File: src/rtl/ialu_issue.sv
// rtl/ialu_issue.sv - RV64I integer ALU issue stage with registered decode and writeback
//
// Purpose: two-stage pipeline around an external combinational ALU.
//   D stage decodes an RV64I OP/OP-IMM/OP-32/OP-IMM-32 instruction into
//   one-hot-ish ALU controls and operands; W stage captures the ALU result
//   and flags for the writeback consumer. Only DW=64 is supported (6-bit shamt).
//
// Ports:
//   clk, nreset                 clock, asynchronous active-low reset
//   in_valid/in_ready           instruction beat handshake
//   in_instr, in_rs1, in_rs2    instruction word and register-file operands
//   op_rs1, op_rs2, de_*        registered ALU operands and controls (D stage)
//   ia_result, ia_*             combinational ALU result and flags
//   wb_valid/wb_ready           writeback handshake
//   wb_rd, wb_result, wb_*      captured destination, result, flags, illegal

module ialu_issue #(
   parameter int DW = 64
) (
   input  logic          clk,
   input  logic          nreset,
   input  logic          in_valid,
   output logic          in_ready,
   input  logic [31:0]   in_instr,
   input  logic [DW-1:0] in_rs1,
   input  logic [DW-1:0] in_rs2,
   output logic [DW-1:0] op_rs1,
   output logic [DW-1:0] op_rs2,
   output logic          de_add,
   output logic          de_sub,
   output logic          de_sll,
   output logic          de_srl,
   output logic          de_sra,
   output logic          de_and,
   output logic          de_or,
   output logic          de_xor,
   output logic          de_sltu,
   output logic          de_slt,
   output logic          de_sext,
   input  logic [DW-1:0] ia_result,
   input  logic          ia_zero,
   input  logic          ia_carry,
   input  logic          ia_neg,
   input  logic          ia_over,
   output logic          wb_valid,
   input  logic          wb_ready,
   output logic [4:0]    wb_rd,
   output logic [DW-1:0] wb_result,
   output logic          wb_zero,
   output logic          wb_carry,
   output logic          wb_neg,
   output logic          wb_over,
   output logic          wb_illegal
);

   // Control vector bit positions.
   localparam int C_ADD  = 10;
   localparam int C_SUB  = 9;
   localparam int C_SLL  = 8;
   localparam int C_SRL  = 7;
   localparam int C_SRA  = 6;
   localparam int C_AND  = 5;
   localparam int C_OR   = 4;
   localparam int C_XOR  = 3;
   localparam int C_SLTU = 2;
   localparam int C_SLT  = 1;
   localparam int C_SEXT = 0;
   localparam int CW     = 11;

   // ---------------- decode ----------------
   logic [6:0]    opc;
   logic [2:0]    f3;
   logic [6:0]    f7;
   logic          is_op, is_imm, is_op32, is_imm32;
   logic          is_reg, is_word;
   logic          dec_legal;
   logic [CW-1:0] ctl_raw;
   logic [CW-1:0] dec_ctl;
   logic [DW-1:0] dec_rs2;
   logic          unused_rs_fields;

   assign opc      = in_instr[6:0];
   assign f3       = in_instr[14:12];
   assign f7       = in_instr[31:25];
   assign is_op    = (opc == 7'b0110011);
   assign is_imm   = (opc == 7'b0010011);
   assign is_op32  = (opc == 7'b0111011);
   assign is_imm32 = (opc == 7'b0011011);
   assign is_reg   = is_op | is_op32;
   assign is_word  = is_op32 | is_imm32;

   // Register source indices are consumed by the register file, not here.
   assign unused_rs_fields = ^in_instr[19:15];

   always_comb begin
      ctl_raw   = '0;
      dec_legal = is_op | is_imm | is_op32 | is_imm32;
      case (f3)
         3'b000: begin
            ctl_raw[C_ADD] = 1'b1;
            if (is_reg) begin
               if (f7 == 7'b0100000) ctl_raw[C_SUB] = 1'b1;
               else if (f7 != 7'b0000000) dec_legal = 1'b0;
            end
         end
         3'b001: begin
            ctl_raw[C_SLL] = 1'b1;
            // OP-IMM keeps a 6-bit shamt, so only [31:26] are checked there.
            if (is_imm) dec_legal = dec_legal & (in_instr[31:26] == 6'b000000);
            else        dec_legal = dec_legal & (f7 == 7'b0000000);
         end
         3'b101: begin
            if (in_instr[30]) ctl_raw[C_SRA] = 1'b1;
            else              ctl_raw[C_SRL] = 1'b1;
            if (is_imm)
               dec_legal = dec_legal & ((in_instr[31:26] == 6'b000000) |
                                        (in_instr[31:26] == 6'b010000));
            else
               dec_legal = dec_legal & ((f7 == 7'b0000000) | (f7 == 7'b0100000));
         end
         default: begin
            // slt/sltu/xor/or/and: no word forms, funct7 zero for register forms.
            case (f3)
               3'b010:  begin ctl_raw[C_SUB] = 1'b1; ctl_raw[C_SLT]  = 1'b1; end
               3'b011:  begin ctl_raw[C_SUB] = 1'b1; ctl_raw[C_SLTU] = 1'b1; end
               3'b100:  ctl_raw[C_XOR] = 1'b1;
               3'b110:  ctl_raw[C_OR]  = 1'b1;
               default: ctl_raw[C_AND] = 1'b1;
            endcase
            if (is_word) dec_legal = 1'b0;
            if (is_reg && (f7 != 7'b0000000)) dec_legal = 1'b0;
         end
      endcase
      ctl_raw[C_SEXT] = is_word;
      dec_ctl = dec_legal ? ctl_raw : '0;
   end

   assign dec_rs2 = (is_imm | is_imm32) ? {{(DW-12){in_instr[31]}}, in_instr[31:20]} : in_rs2;

   // ---------------- pipeline state ----------------
   logic          d_valid_q, d_valid_d;
   logic [DW-1:0] op_rs1_q, op_rs1_d;
   logic [DW-1:0] op_rs2_q, op_rs2_d;
   logic [CW-1:0] ctl_q, ctl_d;
   logic [4:0]    rd_q, rd_d;
   logic          ill_q, ill_d;
   logic          wb_valid_q, wb_valid_d;
   logic [4:0]    wb_rd_q, wb_rd_d;
   logic [DW-1:0] wb_result_q, wb_result_d;
   logic [3:0]    wb_flags_q, wb_flags_d;
   logic          wb_ill_q, wb_ill_d;
   logic          d_adv, accept;

   assign d_adv    = d_valid_q & (~wb_valid_q | wb_ready);
   assign in_ready = ~d_valid_q | d_adv;
   assign accept   = in_valid & in_ready;

   always_comb begin
      d_valid_d = d_valid_q;
      op_rs1_d  = op_rs1_q;
      op_rs2_d  = op_rs2_q;
      ctl_d     = ctl_q;
      rd_d      = rd_q;
      ill_d     = ill_q;
      if (accept) begin
         d_valid_d = 1'b1;
         op_rs1_d  = in_rs1;
         op_rs2_d  = dec_rs2;
         ctl_d     = dec_ctl;
         rd_d      = in_instr[11:7];
         ill_d     = ~dec_legal;
      end else if (d_adv) begin
         // Controls must read zero while D is empty.
         d_valid_d = 1'b0;
         ctl_d     = '0;
      end

      wb_valid_d  = wb_valid_q;
      wb_rd_d     = wb_rd_q;
      wb_result_d = wb_result_q;
      wb_flags_d  = wb_flags_q;
      wb_ill_d    = wb_ill_q;
      if (d_adv) begin
         wb_valid_d  = 1'b1;
         wb_rd_d     = rd_q;
         wb_ill_d    = ill_q;
         // Illegal beats report a clean zero result regardless of the ALU.
         wb_result_d = ill_q ? '0 : ia_result;
         wb_flags_d  = ill_q ? 4'b0000 : {ia_zero, ia_carry, ia_neg, ia_over};
      end else if (wb_valid_q & wb_ready) begin
         wb_valid_d = 1'b0;
      end
   end

   always_ff @(posedge clk or negedge nreset) begin
      if (!nreset) begin
         d_valid_q   <= 1'b0;
         op_rs1_q    <= '0;
         op_rs2_q    <= '0;
         ctl_q       <= '0;
         rd_q        <= '0;
         ill_q       <= 1'b0;
         wb_valid_q  <= 1'b0;
         wb_rd_q     <= '0;
         wb_result_q <= '0;
         wb_flags_q  <= '0;
         wb_ill_q    <= 1'b0;
      end else begin
         d_valid_q   <= d_valid_d;
         op_rs1_q    <= op_rs1_d;
         op_rs2_q    <= op_rs2_d;
         ctl_q       <= ctl_d;
         rd_q        <= rd_d;
         ill_q       <= ill_d;
         wb_valid_q  <= wb_valid_d;
         wb_rd_q     <= wb_rd_d;
         wb_result_q <= wb_result_d;
         wb_flags_q  <= wb_flags_d;
         wb_ill_q    <= wb_ill_d;
      end
   end

   // ---------------- outputs ----------------
   assign op_rs1  = op_rs1_q;
   assign op_rs2  = op_rs2_q;
   assign de_add  = ctl_q[C_ADD];
   assign de_sub  = ctl_q[C_SUB];
   assign de_sll  = ctl_q[C_SLL];
   assign de_srl  = ctl_q[C_SRL];
   assign de_sra  = ctl_q[C_SRA];
   assign de_and  = ctl_q[C_AND];
   assign de_or   = ctl_q[C_OR];
   assign de_xor  = ctl_q[C_XOR];
   assign de_sltu = ctl_q[C_SLTU];
   assign de_slt  = ctl_q[C_SLT];
   assign de_sext = ctl_q[C_SEXT];

   assign wb_valid   = wb_valid_q;
   assign wb_rd      = wb_rd_q;
   assign wb_result  = wb_result_q;
   assign wb_zero    = wb_flags_q[3];
   assign wb_carry   = wb_flags_q[2];
   assign wb_neg     = wb_flags_q[1];
   assign wb_over    = wb_flags_q[0];
   assign wb_illegal = wb_ill_q;

endmodule

File: config.mk
export PLATFORM = sky130hd
export DESIGN_NAME = ialu_issue
export DESIGN_NICKNAME = d
export VERILOG_FILES = /design/src/rtl/ialu_issue.sv
export SDC_FILE = /design/constraint.sdc
export NUM_CORES = 1
export LEC_CHECK = 0
export CAP_MARGIN = 20
export CORE_AREA = 2 2 175 177
export CTS_CLUSTER_SIZE = 28
export DETAILED_ROUTE_END_ITERATION = 10
export DIE_AREA = 0 0 177 179
export PLACE_DENSITY_LB_ADDON = 0.12
export SLEW_MARGIN = 20
export SYNTH_ARGS = -nofsm -noshare
export SYNTH_HDL_FRONTEND = slang
export SYNTH_SLANG_ARGS = --single-unit
File: constraint.sdc
create_clock -name clk -period 1.5 [get_ports clk]
set_clock_uncertainty 0.2 [all_clocks]
set_input_delay 0.45 -clock clk [delete_from_list [all_inputs] [get_ports clk]]
set_output_delay 0.45 -clock clk [all_outputs]
set_load 0.005 [all_outputs]
==> results of run 1 <==
worst min-delay path by stage:
stage            startpoint                     to  slack, ns  depth (start not counted)
3_5_place_dp         nreset   wb_rd[0]$_DFFE_PN0P_       0.09                          1
3_3_place_gp         nreset  op_rs1[1]$_DFFE_PN0P_       0.09                          1
5_1_grt        in_instr[28]  op_rs2[8]$_DFFE_PN0P_       0.03                          3
2_1_floorplan        nreset   ctl_q[0]$_DFFE_PN0P_      -0.05                          0
4_1_cts        in_instr[29]  op_rs2[9]$_DFFE_PN0P_       0.05                          3
6_report       in_instr[28]  op_rs2[8]$_DFFE_PN0P_       0.03                          3
layout by cell type (no fill, tap or decap), types with 3 or more instances in the layout:
master and n:
clkbuf_16 53, clkdlybuf4s50_1 210, buf_12 34, buf_4 132, buf_2 195, a21oi_2 35
o21ai_2 9, nor2_1 4, clkbuf_2 3, nand2b_1 70, dfrtp_1 221, nand2_1 216
clkbuf_1 5, mux2_4 4, o21ai_0 44, nand2_2 93, buf_16 7, clkinv_2 7
nand2_4 36, buf_8 13, a21oi_1 19, mux2i_1 11, buf_6 54, clkbuf_8 4
nand3_1 4, nor2_2 3, inv_1 3, o21ai_1 84
power groups by stage:
| stage | clock network, uW | logic (uW) | registers, uW |
|---|---|---|---|
| CTS | 6330 | 3490 | 7050 |
| finish | 6200 | 4540 | 7090 |
| global placement | 0 | 3930 | 7150 |
| global route | 6610 | 4910 | 7170 |
| detailed placement | 0 | 3950 | 7170 |
| floorplan | 0 | 1100 | 7230 |
routing by layer:
layer  global-route usage (%)  up-vias
met1                     23.4     4459
met5                        0        -
met4                     3.99        2
li1                         -     4424
met2                     34.1      325
met3                     6.79       43
final cells by class:
cell class | count | area (sq um)
Multi-Input combinational cell | 670 | 4030
Tap cell | 396 | 495
Sequential cell | 221 | 5530
Timing Repair Buffer | 678 | 6470
Inverter | 3 | 11.3
Fill cell | 2709 | 12700
Antenna cell | 1 | 2.50
Clock inverter | 9 | 72.6
Clock buffer | 36 | 749
sequential cells by signal, indices dropped and copies added, names as in the netlist:
name,flops
ctl_q,11
d_valid_q,1
ill_q,1
op_rs1,64
op_rs2,64
rd_q,5
wb_flags_q,4
wb_illegal,1
wb_rd,5
wb_result,64
wb_valid,1
Yosys cell counts, drive strengths merged, types with 4 or more instances:
master / count
dfrtp: 221
nand2b: 72
clkbuf: 49
nor3: 4
o21ai: 137
buf: 18
a21oi: 54
nand2: 347
a32o: 4
nor2: 8
nand3: 4
mux2: 6
mux2i: 11
tightest hold or removal path, delay by kind of cell:
family	cells	cell delay, ns
AOI/OAI and AO/OA	1	0.10
buffers and inverters	1	0.10
muxes	1	0.06
through the flow:
step                      hold slack (ns)  area, sq um  total power, uW  setup TNS [ns]
final                              0.0275        17400            17800          -70.63
after global routing               0.0335        17400            18700          -85.07
after CTS                          0.0459        15300            16900          -61.15
after detailed placement           0.0887        14800            11100         -156.44
after global placement             0.0908        14800            11100         -153.64
after floorplan                   -0.0456         9430             8330          -37.62
cell families (layout without fill, tap and decap cells):
kind of cell    Yosys count  in the layout  synth area share [%]
simple gates            448            448                  21.6
flops                   221            221                  60.7
compound gates          205            205                  11.9
buf+inv                  70            726                  3.83
mux                      17             17                  1.95
other cells               0              1                     0
repair_timing:
item / 4_1_cts / 5_1_grt
hold endpoints to repair: 172 / 0
setup buffers: 49 / 66
pin swaps: 20 / 96
hold buffers: 1 / 0
endpoints found under the setup margin: 401 / 423
gates cloned: 6 / 37
gates resized for setup: 991 / 274
==> reports/metrics.csv, run 1 <==
metric,value,unit
worst r2r src,wb_valid$_DFFE_PN0P_,
RSZ-0062 raised after global routing,yes,
core box area,0.0300,sq mm
I/O Pins,447,
cell count after synthesis,961,
Worst Setup EP,in_ready,
area grow syn2layout,90.7,%
final std cells w/o fill,2014,
Worst setup EP type,primary output,
"EDFF count, synth",0,
Int Pwr,12900,uW
Cell variety after synth,41,
Synth Area per Inst,9.48,sq um
ordered list of cells on the worst path,nand3b_1 -> buf_6,
Routed WL,37.0,mm
DR pass1 iterations,4,
Antenna Violating Nets Remaining,0,
family with the most delay on the worst path,flip-flops,
NetSw,4900,uW
Sw Ratio,27.5,%
PnR worst setup slack,-0.328,ns
final setup fails,361,
clk_lat worst skew,0.53,ns
first-pass GRT wire length,48.4,mm
fin crit period,1.83,ns
DP Cell Count,1815,
Reg2Reg Setup Slack,-0.26,ns
"FFs w/ async S/R, synth",100,%
number of vias per cell,4.59,
GR Overflow Total,0,
IO Port Bufs,441,
cell taking the most area after synthesis,dfrtp_1,
initial antenna violation count,2,
max layer used,met5,
CTS Buf Count,27,
Final nets,1833,
worst relative slew slack,79.5,%
portion of total power attributed to combinational logic,25.5,%
Max clock buf depth,3,
critical path's slowest cell,dfrtp_1,
pins over their slew limit,0,
CTS sink cnt,221,
Synth area leaders,"dfrtp_1 (61%), nand2_1 (14%), o21ai_0 (6.9%)",
gp weighted congestion,0.780,
Initial Util,30.3,%
CTS H-Tree Depth,1,
Placement Setup Slack,-1.05,ns
synthesized flop and latch total,221,
Setup CP Type,reg -> out,
syn nets,1193,
DR WL/cell,18.4,microns
clk slew on worst S/H paths,0.06,ns
crit path DAT,1.18,ns
FMAX,0.547,GHz
DP HPWL,23.2,mm
number of global-route vias before repair,8355,
Seq pwr share,39.8,%
RR Endpoint,op_rs1[57]$_DFFE_PN0P_,
post-synth top area share,60.7,%
failing checks,setup timing,
largest net degree at the start of global routing,71,
slew of the pin with the lowest slew margin,0.307,ns
clock share of power,34.8,%
"Seq/Total Area, Yosys",60.7,%
Util after Layout,57.8,%
"IR drop worst, VDD",609,uV
max-cap violations,0,
CP Depth,2,
Lkg Pwr,0.00862,uW
path category of the worst min-delay check,in -> reg,
via count,9253,
GR Util All Layers,19.6,%
Bufs and invs on worst path,1,
status,finished with violations,
CP max FO,2,
layout cells sized above 1,43.8,%
met3 wire len,3.23,mm
Post-Syn Area,0.00911,sq mm
Die Y,179,microns
CP max stage delay,0.39,ns
die area,0.0317,sq mm
CTS tree,done,
period utilisation layout,122,%
final hold violations,0,
Required @ worst endpoint,0.85,ns
Main synth FF type,dfrtp_1,
WL met2,18.7,mm
crit path from,wb_valid$_DFFE_PN0P_,
metal1 wirelength,14.5,mm
drt drc,0,
cell count of the worst reg-to-reg path,9,
Power Dens Cells,1030,mW/mm^2
CTS root buf,clkbuf_16,
Die X,177,microns
kind of start point of the critical path,flop,
Site Rows,64,
DR iter-0 viols,300,
Yosys warning total,0,
Power figures use the tool's default switching activity.
==> run 2: changes to the inputs <==
GPL_TIMING_DRIVEN = 0   (was not set)
clock period = 1.45 ns   (was 1.5 ns; I/O delays follow)
==> run 2 against run 1 <==
Against the previous run: the run still ends with setup timing left; clock power grew 13%; register-to-register slack lost 0.08 ns; core utilization grew 3.5 points; final area grew 6.1%; count of clock-buffer cells in the layout shrank 2; routed wire length grew 6.2%; sequential share of layout area shrank 1.8 points; first-iteration DRC count grew 47%; worst hold slack gained 0.0047 ns; worst setup slack lost 0.035 ns; combinational power grew 17%; critical path type unchanged; critical endpoint unchanged; largest power group unchanged.
==> reports/metrics.csv, run 2 (synthesis gave the netlist of run 1 again) <==
metric,value,unit,change
status,finished with violations,,unchanged
failing checks,setup timing,,unchanged
Layout fillers,2551,,was 2709
worst relative slew slack,71.9,%,was 79.5%
path category of the worst min-delay check,in -> reg,,unchanged
RR Endpoint,ill_q$_DFFE_PN0P_,,was op_rs1[57]$_DFFE_PN0P_
clk_lat worst skew,0.53,ns,about the same
die area,0.0317,sq mm,unchanged
slew of the pin with the lowest slew margin,0.422,ns,was 0.307 ns
Final nets,1868,,was 1833
CTS root buf,clkbuf_16,,unchanged
clk slew on worst S/H paths,0.06,ns,about the same
DP HPWL,24.8,mm,was 23.2 mm
final std cells w/o fill,2050,,was 2014
Required @ worst endpoint,0.82,ns,was 0.85 ns
IO Port Bufs,439,,was 441
Site Rows,64,,unchanged
CTS sink cnt,221,,unchanged
FMAX,0.552,GHz,
Die X,177,microns,unchanged
DR iter-0 viols,441,,was 300
period utilisation layout,125,%,
Seq pwr share,37.5,%,was 39.8%
worst r2r src,wb_valid$_DFFE_PN0P_,,unchanged
post-route cell area,0.0184,sq mm,was 0.0174 sq mm
Post-Place Cell Area,0.0144,sq mm,was 0.0148 sq mm
GR Util All Layers,22.3,%,was 19.6%
layout cells sized above 1,50.5,%,was 43.8%
Reg2Reg Setup Slack,-0.34,ns,was -0.26 ns
Pwr Total,19700,uW,was 17800 uW
Power Dens Cells,1070,mW/mm^2,was 1030 mW/mm^2
CTS Buf Count,26,,was 27
initial antenna violation count,3,,was 2
cell count of the worst reg-to-reg path,7,,was 9
first-pass GRT wire length,54.3,mm,was 48.4 mm
Setup CP Type,reg -> out,,unchanged
max-cap violations,0,,unchanged
number of vias per cell,4.65,,was 4.59
portion of total power attributed to combinational logic,27.0,%,was 25.5%
"commonest non-fill, non-tap cell in the layout",dfrtp_1,,unchanged
area grow syn2layout,102,%,was 90.7%
kind of start point of the critical path,flop,,unchanged
Max clock buf depth,3,,unchanged
CP max FO,2,,unchanged
Worst setup EP type,primary output,,unchanged
DR pass1 iterations,4,,unchanged
final hold violations,0,,unchanged
drt drc,0,,unchanged
core box area,0.0300,sq mm,unchanged
CTS tree,done,,unchanged
cell count of the worst hold path,3,,unchanged
Antenna Violating Nets Remaining,0,,unchanged
hold_sp,in_instr[30],,was in_instr[28]
gp weighted congestion,0.791,,was 0.780
NetSw,5410,uW,was 4900 uW
clock share of power,35.5,%,was 34.8%
Lkg Pwr,0.00911,uW,was 0.00862 uW
final setup fails,430,,was 361
fin crit period,1.81,ns,
Routed WL,39.2,mm,was 37.0 mm
Worst Hold Endpoint,ctl_q[7]$_DFFE_PN0P_,,was op_rs2[8]$_DFFE_PN0P_
most frequent cells in the layout,"dfrtp_1 (219), clkdlybuf4s50_1 (209), buf_2 (188), nand2_1 (148), buf_4 (141)",,"was dfrtp_1 (221), nand2_1 (216), clkdlybuf4s50_1 (210), buf_2 (195), buf_4 (132)"
DP Cell Count,1799,,was 1815
DR WL/cell,19.1,microns,was 18.4 microns
crit path DAT,1.18,ns,about the same
PnR worst setup slack,-0.363,ns,was -0.328 ns
"IR drop worst, VDD",768,uV,was 609 uV
I/O Pins,447,,unchanged
Int Pwr,14300,uW,was 12900 uW
RSZ-0062 raised after global routing,yes,,unchanged
largest net degree at the start of global routing,90,,was 71
pins over their slew limit,0,,unchanged
Sw Ratio,27.5,%,about the same
GR Overflow Total,0,,unchanged
via count,9531,,was 9253
number of global-route vias before repair,9105,,was 8355
final hold slack,0.0322,ns,was 0.0275 ns
CTS H-Tree Depth,1,,unchanged
Die Y,179,microns,unchanged
Initial Util,30.3,%,unchanged
run 2: cell types whose count changed in the layout (fill, tap and decap cells not counted), moves of 10 or more:
cell / previous run / this run
o21ai_0: 44 / 20
nand2_2: 93 / 137
clkbuf_16: 53 / 63
o21ai_2: 9 / 38
buf_8: 13 / 26
nand2_4: 36 / 60
nand2_1: 216 / 148
run 2: what timing repair did:
| item | CTS | global route |
|---|---|---|
| endpoints found under the hold margin | 90 | 123 |
| gates cloned | 30 | 16 |
| endpoints found under the setup margin | 434 | 566 |
| pin swaps | 86 | 107 |
| buffers inserted | 67 | 102 |
| resized for setup | 1201 | 389 |
| hold buffers | 2 | 1 |
run 2: final cells by class:
type / instances / area [sq um] / share of cell area (%)
timing repair buffer: 649 / 5900 / 32.0
sequential: 221 / 5530 / 30.0
multi-input combinational: 670 / 4470 / 24.3
buffer: 65 / 1100 / 5.97
clock buffer: 34 / 742 / 4.03
tap: 396 / 495 / 2.69
clock inverter: 10 / 163 / 0.883
inverter: 3 / 11.3 / 0.0611
antenna: 2 / 5.00 / 0.0272
run 2: worst max path at each step:
stage | startpoint | endpoint | slack [ns] | cells past startpoint
after floorplan | in_instr[6] | ill_q$_DFFE_PN0P_ | -0.53 | 6
after global placement | nreset | op_rs2[25]$_DFFE_PN0P_ | -10.52 | 1
after detailed placement | wb_ready | op_rs2[4]$_DFFE_PN0P_ | -1.22 | 7
after CTS | wb_valid$_DFFE_PN0P_ | in_ready | -0.43 | 2
after global routing | wb_valid$_DFFE_PN0P_ | in_ready | -0.42 | 2
final | wb_valid$_DFFE_PN0P_ | in_ready | -0.36 | 2
run 2: through the flow:
| stage | setup slack [ns] | setup TNS (ns) | utilization (%) |
|---|---|---|---|
| floorplan | -0.534 | -42.84 | - |
| global placement | -10.52 | -2517.63 | 47.7 |
| detailed placement | -1.22 | -203.23 | 48.0 |
| CTS | -0.431 | -123.16 | 54.8 |
| global route | -0.415 | -112.90 | 61.4 |
| finish | -0.363 | -92.08 | 61.4 |
run 2: routing by layer:
| layer | GRT usage [%] | up-vias | wire length [microns] |
|---|---|---|---|
| met3 | 7.44 | 54 | 3470 |
| met1 | 26.1 | 4621 | 14800 |
| met2 | 38.9 | 344 | 20000 |
| li1 | - | 4510 | - |
| met5 | 0 | - | 13 |
| met4 | 6.27 | 2 | 972 |
run 2: power by group through the flow:
stage	logic, uW	registers (uW)	clock network (uW)
after floorplan	1140	7480	0
after detailed placement	3980	7440	0
after global placement	3930	7430	0
after global routing	5710	7450	7440
final	5300	7380	6990
after CTS	4100	7340	7170
run 2: worst max-delay path, cell delays in order, from the launching register on:
cell and delay, ns:
dfrtp_1 0.40, nand3b_1 0.12, buf_2 0.14
